--- config.mk ---
export PLATFORM = sky130hd
export DESIGN_NAME = stepper_phase_decoder
export DESIGN_NICKNAME = d
export VERILOG_FILES = /design/src/rtl/stepper_pkg.sv /design/src/rtl/stepper_phase_decoder_filter.sv /design/src/rtl/stepper_phase_decoder.sv
export SDC_FILE = /design/constraint.sdc
export NUM_CORES = 1
export LEC_CHECK = 0
export CAP_MARGIN = 10
export CORE_UTILIZATION = 39
export DETAILED_ROUTE_END_ITERATION = 6
export GPL_TIMING_DRIVEN = 1
export HOLD_SLACK_MARGIN = 0.15
export PLACE_DENSITY_LB_ADDON = 0.12
export SYNTH_ARGS = -nofsm -noshare
export SYNTH_HDL_FRONTEND = slang
export SYNTH_SLANG_ARGS = --single-unit
--- constraint.sdc ---
create_clock -name clk -period 8 [get_ports clk]
set_input_delay 1.2 -clock clk [delete_from_list [all_inputs] [get_ports clk]]
set_output_delay 1.2 -clock clk [all_outputs]
set_load 0.05 [all_outputs]
--- src/rtl/stepper_pkg.sv ---
// Shared stepper definitions: coil patterns, index width, FSM states.
// Used by the stepper driver and the phase decoder.
package stepper_pkg;

  localparam int IDX_W = 3;

  localparam logic [3:0] PAT_0 = 4'b1000;
  localparam logic [3:0] PAT_1 = 4'b1100;
  localparam logic [3:0] PAT_2 = 4'b0100;
  localparam logic [3:0] PAT_3 = 4'b0110;
  localparam logic [3:0] PAT_4 = 4'b0010;
  localparam logic [3:0] PAT_5 = 4'b0011;
  localparam logic [3:0] PAT_6 = 4'b0001;
  localparam logic [3:0] PAT_7 = 4'b1001;

  typedef enum logic [0:0] {
    ST_UNLOCKED = 1'b0,
    ST_LOCKED   = 1'b1
  } state_e;

  // Returns {valid, index}; illegal patterns give valid=0, index=0.
  function automatic logic [IDX_W:0] pat_decode(input logic [3:0] p);
    logic [IDX_W:0] r;
    r = '0;
    case (p)
      PAT_0:   r = {1'b1, 3'd0};
      PAT_1:   r = {1'b1, 3'd1};
      PAT_2:   r = {1'b1, 3'd2};
      PAT_3:   r = {1'b1, 3'd3};
      PAT_4:   r = {1'b1, 3'd4};
      PAT_5:   r = {1'b1, 3'd5};
      PAT_6:   r = {1'b1, 3'd6};
      PAT_7:   r = {1'b1, 3'd7};
      default: r = '0;
    endcase
    return r;
  endfunction

endpackage

--- src/rtl/stepper_phase_decoder_filter.sv ---
// Two-flop synchronizer plus stability filter for the coil pattern.
// accept pulses once per stable interval, with pattern valid alongside.
module phase_sync_filter #(
  parameter int STABLE_CYCLES = 4
) (
  input  logic       clk,
  input  logic       rst,
  input  logic [3:0] i_phase,
  output logic [3:0] o_pattern,
  output logic       o_accept
);

  localparam logic [7:0] ST8 = 8'(STABLE_CYCLES);

  logic [3:0] r_s1;
  logic [3:0] r_s2;
  logic [3:0] r_last;
  logic [7:0] r_cnt;
  logic       r_acc;
  logic       w_diff;

  assign w_diff    = (r_s2 != r_last);
  assign o_pattern = r_last;
  assign o_accept  = r_acc;

  // Synchronize, then count how long the synchronized value has held.
  always_ff @(posedge clk or posedge rst) begin
    if (rst) begin
      r_s1   <= '0;
      r_s2   <= '0;
      r_last <= '0;
      r_cnt  <= '0;
      r_acc  <= 1'b0;
    end else begin
      r_s1   <= i_phase;
      r_s2   <= r_s1;
      r_last <= r_s2;
      if (w_diff) begin
        r_cnt <= 8'd1;
        r_acc <= (ST8 == 8'd1);
      end else if (r_cnt != ST8) begin
        r_cnt <= r_cnt + 8'd1;
        r_acc <= (r_cnt == ST8 - 8'd1);
      end else begin
        r_acc <= 1'b0;
      end
    end
  end

endmodule

--- src/rtl/stepper_phase_decoder.sv ---
// Decodes a stepper coil drive pattern into step/dir pulses
// and a signed half-step position count.
module stepper_phase_decoder
  import stepper_pkg::*;
#(
  parameter int STABLE_CYCLES = 4,
  parameter int POS_W         = 16
) (
  input  logic                    clk,
  input  logic                    rst,
  input  logic [3:0]              phase,
  input  logic                    clr_pos,
  output logic                    step,
  output logic                    dir,
  output logic signed [POS_W-1:0] position,
  output logic                    locked,
  output logic                    err
);

  localparam logic [POS_W-1:0] POS_ONE = POS_W'(1);

  logic [3:0]       w_pat;
  logic             w_acc;
  logic [IDX_W:0]   w_dec_res;
  logic             w_valid;
  logic [IDX_W-1:0] w_idx;
  logic [IDX_W-1:0] w_delta;
  logic             w_fwd;
  logic             w_rev;

  state_e           r_state;
  logic [IDX_W-1:0] r_idx;
  logic             r_step;
  logic             r_err;
  logic             r_dir;
  logic [POS_W-1:0] r_pos;

  phase_sync_filter #(
    .STABLE_CYCLES(STABLE_CYCLES)
  ) u_filter (
    .clk      (clk),
    .rst      (rst),
    .i_phase  (phase),
    .o_pattern(w_pat),
    .o_accept (w_acc)
  );

  assign w_dec_res = pat_decode(w_pat);
  assign w_valid   = w_dec_res[IDX_W];
  assign w_idx     = w_dec_res[IDX_W-1:0];
  assign w_delta   = w_idx - r_idx;

  assign w_fwd = w_acc && (r_state == ST_LOCKED) && w_valid
                 && (w_delta == 3'd1);
  assign w_rev = w_acc && (r_state == ST_LOCKED) && w_valid
                 && (w_delta == 3'd7);

  assign step     = r_step;
  assign err      = r_err;
  assign dir      = r_dir;
  assign locked   = (r_state == ST_LOCKED);
  assign position = r_pos;

  // Lock FSM: tracks reference index, emits step and err pulses.
  always_ff @(posedge clk or posedge rst) begin
    if (rst) begin
      r_state <= ST_UNLOCKED;
      r_idx   <= '0;
      r_step  <= 1'b0;
      r_err   <= 1'b0;
      r_dir   <= 1'b0;
    end else begin
      r_step <= 1'b0;
      r_err  <= 1'b0;
      if (w_acc) begin
        case (r_state)
          ST_UNLOCKED: begin
            if (w_valid) begin
              r_idx   <= w_idx;
              r_state <= ST_LOCKED;
            end else begin
              r_err <= 1'b1;
            end
          end
          ST_LOCKED: begin
            if (!w_valid) begin
              r_err   <= 1'b1;
              r_state <= ST_UNLOCKED;
            end else if (w_fwd || w_rev) begin
              r_step <= 1'b1;
              r_dir  <= w_fwd;
              r_idx  <= w_idx;
            end else if (w_delta != 3'd0) begin
              r_err <= 1'b1;
              r_idx <= w_idx;
            end
          end
          default: r_state <= ST_UNLOCKED;
        endcase
      end
    end
  end

  // Position counter; clear takes priority over a coincident step.
  always_ff @(posedge clk or posedge rst) begin
    if (rst) begin
      r_pos <= '0;
    end else if (clr_pos) begin
      r_pos <= '0;
    end else if (w_fwd) begin
      r_pos <= r_pos + POS_ONE;
    end else if (w_rev) begin
      r_pos <= r_pos - POS_ONE;
    end
  end

endmodule
---- After elaboration in Yosys (flattened, before gate mapping) ----
Memories as Yosys holds them, arrays and structs flattened.
Cells that the tools add are included.
operators by class
  reductions and logical operators ........ 10
  bitwise operators ....................... 1
  equal/unequal tests ..................... 8
  $add $sub $neg .......................... 4
  multiplexer cells ....................... 23
operator list
  operator                 number
  $mux W16                 3
  $add A16 B1 Y16 const B  1
  $mux W8                  2
  $sub A16 B1 Y16 const B  1
  $mux W1                  12
  $mux W3                  4
  $add A8 B1 Y8 const B    1
  $eq A8 B2 Y1 const B     1
  $ne A8 B3 Y1 const B     1
  $reduce_and A4 Y1        2
  $pmux W3 S2              1
  $reduce_bool A3 Y1       2
  $logic_and A1 B1 Y1      4
  $ne A2 B2 Y1 const B     2
  $ne A4 B4 Y1             1
  $eq A3 B1 Y1 const B     1
  $eq A3 B3 Y1 const B     1
  $ne A3 B1 Y1 const B     1
  $sub A3 B3 Y3            1
  $pmux W1 S2              1
  $reduce_bool A2 Y1       1
  $logic_or A1 B1 Y1       1
  $not A1 Y1               1
word-level totals
  input bits .............................. 7
  output and inout port bits .............. 20
  word-level logic and storage cells ...... 58
  bits in read-only memories .............. 64
  bits in registers ....................... 44
  memories ................................ 1
memories
  memory            words  width  read ports  clocked after Yosys merged registers in  write ports  RTL line           source
  (name not given)  16     4      1           0                                        0            stepper_pkg.sv:25  case (p)

---- Logic depth before layout (Yosys ltp) ----
An unclocked memory read counts as a cell.
  word-level depth ........................ 9
  gate-level depth with buffers ........... 16
  mapped depth without buffers ............ 15

---- Cells and area by module ----
From an unflattened synthesis, not the netlist that was laid out.
unflattened totals
  cells, all modules ...................... 264
  area, all modules ....................... 2627.5 um2
modules (own cells, without submodules)
  module                 seq. area each (um2)  cells an instance  instances  area each (um2)
  stepper_phase_decoder  575.6                 198                1          1813.0
  phase_sync_filter      525.5                 66                 1          814.5

---- Worst setup path before layout ----
Ideal clock, no wire load.
  path kind ............................... reg2reg
  start point ............................. register u_filter.r_last[3], in the netlist u_filter.o_pattern[3]
  end point ............................... register r_pos[15], in the netlist position[15]
  stages on the path, launching flop included .. 14
  path slack .............................. 3.989 ns
  clock period less this slack ............ 4.011 ns
  arrival time ............................ 3.883 ns
  library setup time ...................... 0.128 ns
  path through ............................ dfrtp_1 -> and2_4 -> or3_1 -> ha_1 -> or3_1 -> buf_2 -> or3_4 -> ha_1 -> nand3_1 -> nor3_1 -> o21ai_0 -> o31ai_1 -> mux2i_1 -> mux2_1
on the way
  word-level cells in the longest chain between the ends .. 6
  elaborated cells on any way between the ends .. 10
  classes of those cells .................. 1 x add/sub; 2 x eq/ne; 2 x mux; 4 x reduce/logical; 1 x memory
RTL lines
  what                    RTL line                            source
  from (decl)             stepper_phase_decoder_filter.sv:17  logic [3:0] r_last;
  from (signal assigned)  stepper_phase_decoder_filter.sv:37  r_last <= r_s2;
  $mem_v2 Z16 W4 *        -
  $sub A3 B3 Y3           stepper_phase_decoder.sv:51         assign w_delta = w_idx - r_idx;
  $eq A3 B1 Y1            stepper_phase_decoder.sv:54         && (w_delta == 3'd1);
  $logic_and A1 B1 Y1     stepper_phase_decoder.sv:54
  $mux W16                stepper_phase_decoder.sv:110        end else if (w_fwd) begin
  $mux W16                stepper_phase_decoder.sv:108        end else if (clr_pos) begin
  to (signal assigned)    stepper_phase_decoder.sv:111        r_pos <= r_pos + POS_ONE;
  to (signal assigned)    stepper_phase_decoder.sv:113        r_pos <= r_pos - POS_ONE;
  to (decl)               stepper_phase_decoder.sv:36         logic [POS_W-1:0] r_pos;
Every way passes the cells marked *; elsewhere a longest branch is shown, timed or not.
A chain may end at the register's enable or synchronous reset.

---- Worst setup path in the final report ----
Same ends and word-level chain as after synthesis.

==> qor.csv <==
metric;value;unit
run status;finished, violations left;
failing checks;design-rule violations;
number of antenna violations at the first check in global routing;0;
sequential-to-total area share from yosys stat;41.8;%
CP Class;reg2reg;
TritonCTS Buffers;5;
power density over cell area;147;nW/um^2
Post-Place Setup Slack;3.65;ns
minimum setup slack in the final design;3.62;ns
first-pass iteration count of the detailed router;6;
number of cells produced by synthesis;264;
filler instances;617;
destination of the worst hold path;u_filter.r_s2[2];
largest net degree at the start of global routing;45;
arrival time of data at the critical path endpoint;4.56;ns
async set-or-reset flop fraction in the synthesized netlist;100;%
Critical Path Fanout Max;18;
syn nets;292;
final design instance area without fill;3060;um^2
via count of the first global-routing pass;1816;
maximum operating frequency;0.228;GHz
Skew-Pair Late Insertion Delay;0.30;ns
peak ir drop on the vdd network;0.0727;mV
Worst Max-Slew Pin Slew;0.900;ns
width of the chip;84.2;um
total placed instance area;2950;um^2
initial drt markers;54;
unrepaired setup endpoints after global routing;no;
number of routed nets with antenna violations;0;
P_leak;1.41;nW
half-perimeter wire length of the detailed placement result;3.58;mm
first-pass GRT wire length;8.80;mm
element type at the critical path start;flip-flop;
area share of the leading cell type in the synthesized netlist;41.8;%
number of warnings issued by yosys;0;
crit path time final;4.38;ns
relative max-transition margin;39.9;%
Data required, critical path;8.18;ns
Worst R2R Setup Slack;3.62;ns
DR DRC count;2;
vias;1933;
ports placed on the boundary;27;
number of max-slew violations in the final report;0;
drt via density;5.25;
register area;1100;um^2
full die area;7090;um^2
Layout area overhead;16.2;%
setup total negative slack;0;ns
synthesized area per cell;9.98;um^2
multi-input logic area;1440;um^2
Synth Register Bits;44;
placeable core region;6420;um^2
CTS Root Buffer Type;sky130_fd_sc_hd__clkbuf_8;
Std-Cell Rows;29;
number of resized instances in the post-cts repair step;0;
initial core utilization;41.0;%
Hold Path Origin;u_filter.r_s1[2];
kind of end point of the critical path;flip-flop;
synthesized area;2640;um^2
gr usage total;15.6;%
beginning of the worst register-to-register path;u_filter.o_pattern[3];
endpoint of the most critical register-to-register path;position[15];
clock tree from TritonCTS;done;
cell types occupying the most area after synthesis;sky130_fd_sc_hd__dfrtp_1, sky130_fd_sc_hd__ha_1, sky130_fd_sc_hd__xnor2_1, sky130_fd_sc_hd__mux2i_1, sky130_fd_sc_hd__nor2_1;
Congestion Overflow GR;0;
top cell type by total area after synthesis;sky130_fd_sc_hd__dfrtp_1;
I/O Buffers;26;
number of max-cap violations;0;
hold bufs inserted after CTS;0;
count of distinct cell types in the synthesized netlist;49;
post-CTS repair timing setup buffer count;0;
final setup vio count;0;
Worst Skew;0.00558;ns
Hold Violations, Final;0;
crit share post-route;54.7;%
Post-Route WL;5.07;mm
Clock Sinks;44;
CTS H-tree depth;2;
Clock Pin Slew Worst Setup and Hold Paths;0.10;ns
number of antenna diodes;0;
most used flip-flop cell after synthesis;sky130_fd_sc_hd__dfrtp_1;
worst hold path type;reg2reg;
worst reg2reg path depth;12;
Post-synth EDFFs;0;
detailed-route wire length per cell;13.8;um
layout cells sized above 1;6.53;%
Critical path origin;u_filter.o_pattern[3];
number of nets in the layout;318;
Final GP Congestion;0.827;
hold path depth;0;
die span in y;84.2;um
maximum clock insertion buffer count;2;
logic make-up after synthesis:
logic type,count (synthesis),synth area share (%)
flip-flops,44,41.8
adder cells (fa/ha/maj),21,10.5
multiplexers,12,4.70
XOR/XNOR,24,8.55
buffers and inverters,20,3.56
AND/OR/NAND/NOR,84,17.2
AO/OA/AOI/OAI,59,13.6
critical path: stages, from the launching register on:
cell                      delay (ns)
sky130_fd_sc_hd__dfrtp_1        0.45
sky130_fd_sc_hd__and2_4         0.19
sky130_fd_sc_hd__or3_1          0.39
sky130_fd_sc_hd__ha_1           0.33
sky130_fd_sc_hd__or3_1          0.47
sky130_fd_sc_hd__or3_4          0.54
sky130_fd_sc_hd__ha_1           0.42
sky130_fd_sc_hd__nand3_1        0.12
sky130_fd_sc_hd__nor3_1         0.27
sky130_fd_sc_hd__o21ai_0        0.21
sky130_fd_sc_hd__o31ai_1        0.29
sky130_fd_sc_hd__mux2i_1        0.23
sky130_fd_sc_hd__mux2_1         0.35
metal layers:
metal / share of wire (%) / up-vias / track usage [%]
met4: 0.57 / 0 / 4.70
met2: 43 / 29 / 23.2
met1: 54 / 912 / 22.7
li1: - / 990 / -
met3: 2.8 / 2 / 3.54
met5: 0 / - / 0
cells in the mapped netlist, types with 4 or more instances:
cell / number
sky130_fd_sc_hd__xor2_1: 7
sky130_fd_sc_hd__inv_1: 13
sky130_fd_sc_hd__ha_1: 19
sky130_fd_sc_hd__nand3_1: 14
sky130_fd_sc_hd__a21o_1: 5
sky130_fd_sc_hd__nand2_1: 14
sky130_fd_sc_hd__nand3b_1: 5
sky130_fd_sc_hd__a31oi_1: 4
sky130_fd_sc_hd__o21ai_0: 17
sky130_fd_sc_hd__nor3_1: 5
sky130_fd_sc_hd__xnor2_1: 16
sky130_fd_sc_hd__dfrtp_1: 44
sky130_fd_sc_hd__a21oi_1: 17
sky130_fd_sc_hd__mux2i_1: 9
sky130_fd_sc_hd__nor2_1: 24
layout by cell type (no fill, tap or decap), types with 3 or more instances in the layout:
cell	Yosys	routed
sky130_fd_sc_hd__nor2_1	24	24
sky130_fd_sc_hd__ha_1	19	19
sky130_fd_sc_hd__a21o_1	5	5
sky130_fd_sc_hd__or4_1	3	3
sky130_fd_sc_hd__or3_1	3	3
sky130_fd_sc_hd__a21oi_1	17	17
sky130_fd_sc_hd__a31oi_1	4	4
sky130_fd_sc_hd__nand3b_1	5	5
sky130_fd_sc_hd__dfrtp_1	44	44
sky130_fd_sc_hd__clkdlybuf4s50_1	0	26
sky130_fd_sc_hd__inv_1	13	12
sky130_fd_sc_hd__mux2i_1	9	9
sky130_fd_sc_hd__clkbuf_8	0	5
sky130_fd_sc_hd__nand2_1	14	14
sky130_fd_sc_hd__xor2_1	7	7
sky130_fd_sc_hd__nor3_1	5	5
sky130_fd_sc_hd__xnor2_1	16	16
sky130_fd_sc_hd__o21ai_0	17	17
sky130_fd_sc_hd__nand3_1	14	14
report_power, final:
| part | total (mW) | leakage [nW] | switching [mW] | internal (mW) |
|---|---|---|---|---|
| registers | 0.232 | 0.576 | 0.00456 | 0.227 |
| logic | 0.0393 | 0.781 | 0.0227 | 0.0166 |
| clock network | 0.180 | 0.0548 | 0.0856 | 0.0942 |
per-stage QoR:
step	total power [mW]	cells	util, %	hold slack (ns)
floorplan	0.266	264	-	0.331
global placement	0.276	360	45.9	0.335
detailed placement	0.277	360	45.9	0.338
CTS	0.458	368	47.7	0.360
global route	0.476	368	47.7	0.362
finish	0.451	368	47.7	0.353
area by class of cell:
| type | count | area share (%) |
|---|---|---|
| clock buffer | 5 | 2.25 |
| multi-input combinational | 200 | 47.0 |
| inverter | 13 | 1.59 |
| sequential | 44 | 36.0 |
| tap | 77 | 3.15 |
| timing repair buffer | 26 | 8.50 |
| clock inverter | 3 | 1.51 |
sequential cells by signal, summed over array words and instances (netlist names):
name / cells
position: 16
u_filter.r_cnt: 8
u_filter.o_pattern: 4
u_filter.r_s1: 4
u_filter.r_s2: 4
r_idx: 3
dir: 1
err: 1
locked: 1
step: 1
u_filter.o_accept: 1
how the worst max path moves through the flow:
stage / to / cells past startpoint
2_1_floorplan: position[15] / 13
3_3_place_gp: position[15] / 12
3_5_place_dp: position[15] / 12
4_1_cts: position[15] / 12
5_1_grt: position[15] / 12
6_report: position[15] / 12
Note: power is estimated with default switching activity, not from simulation.
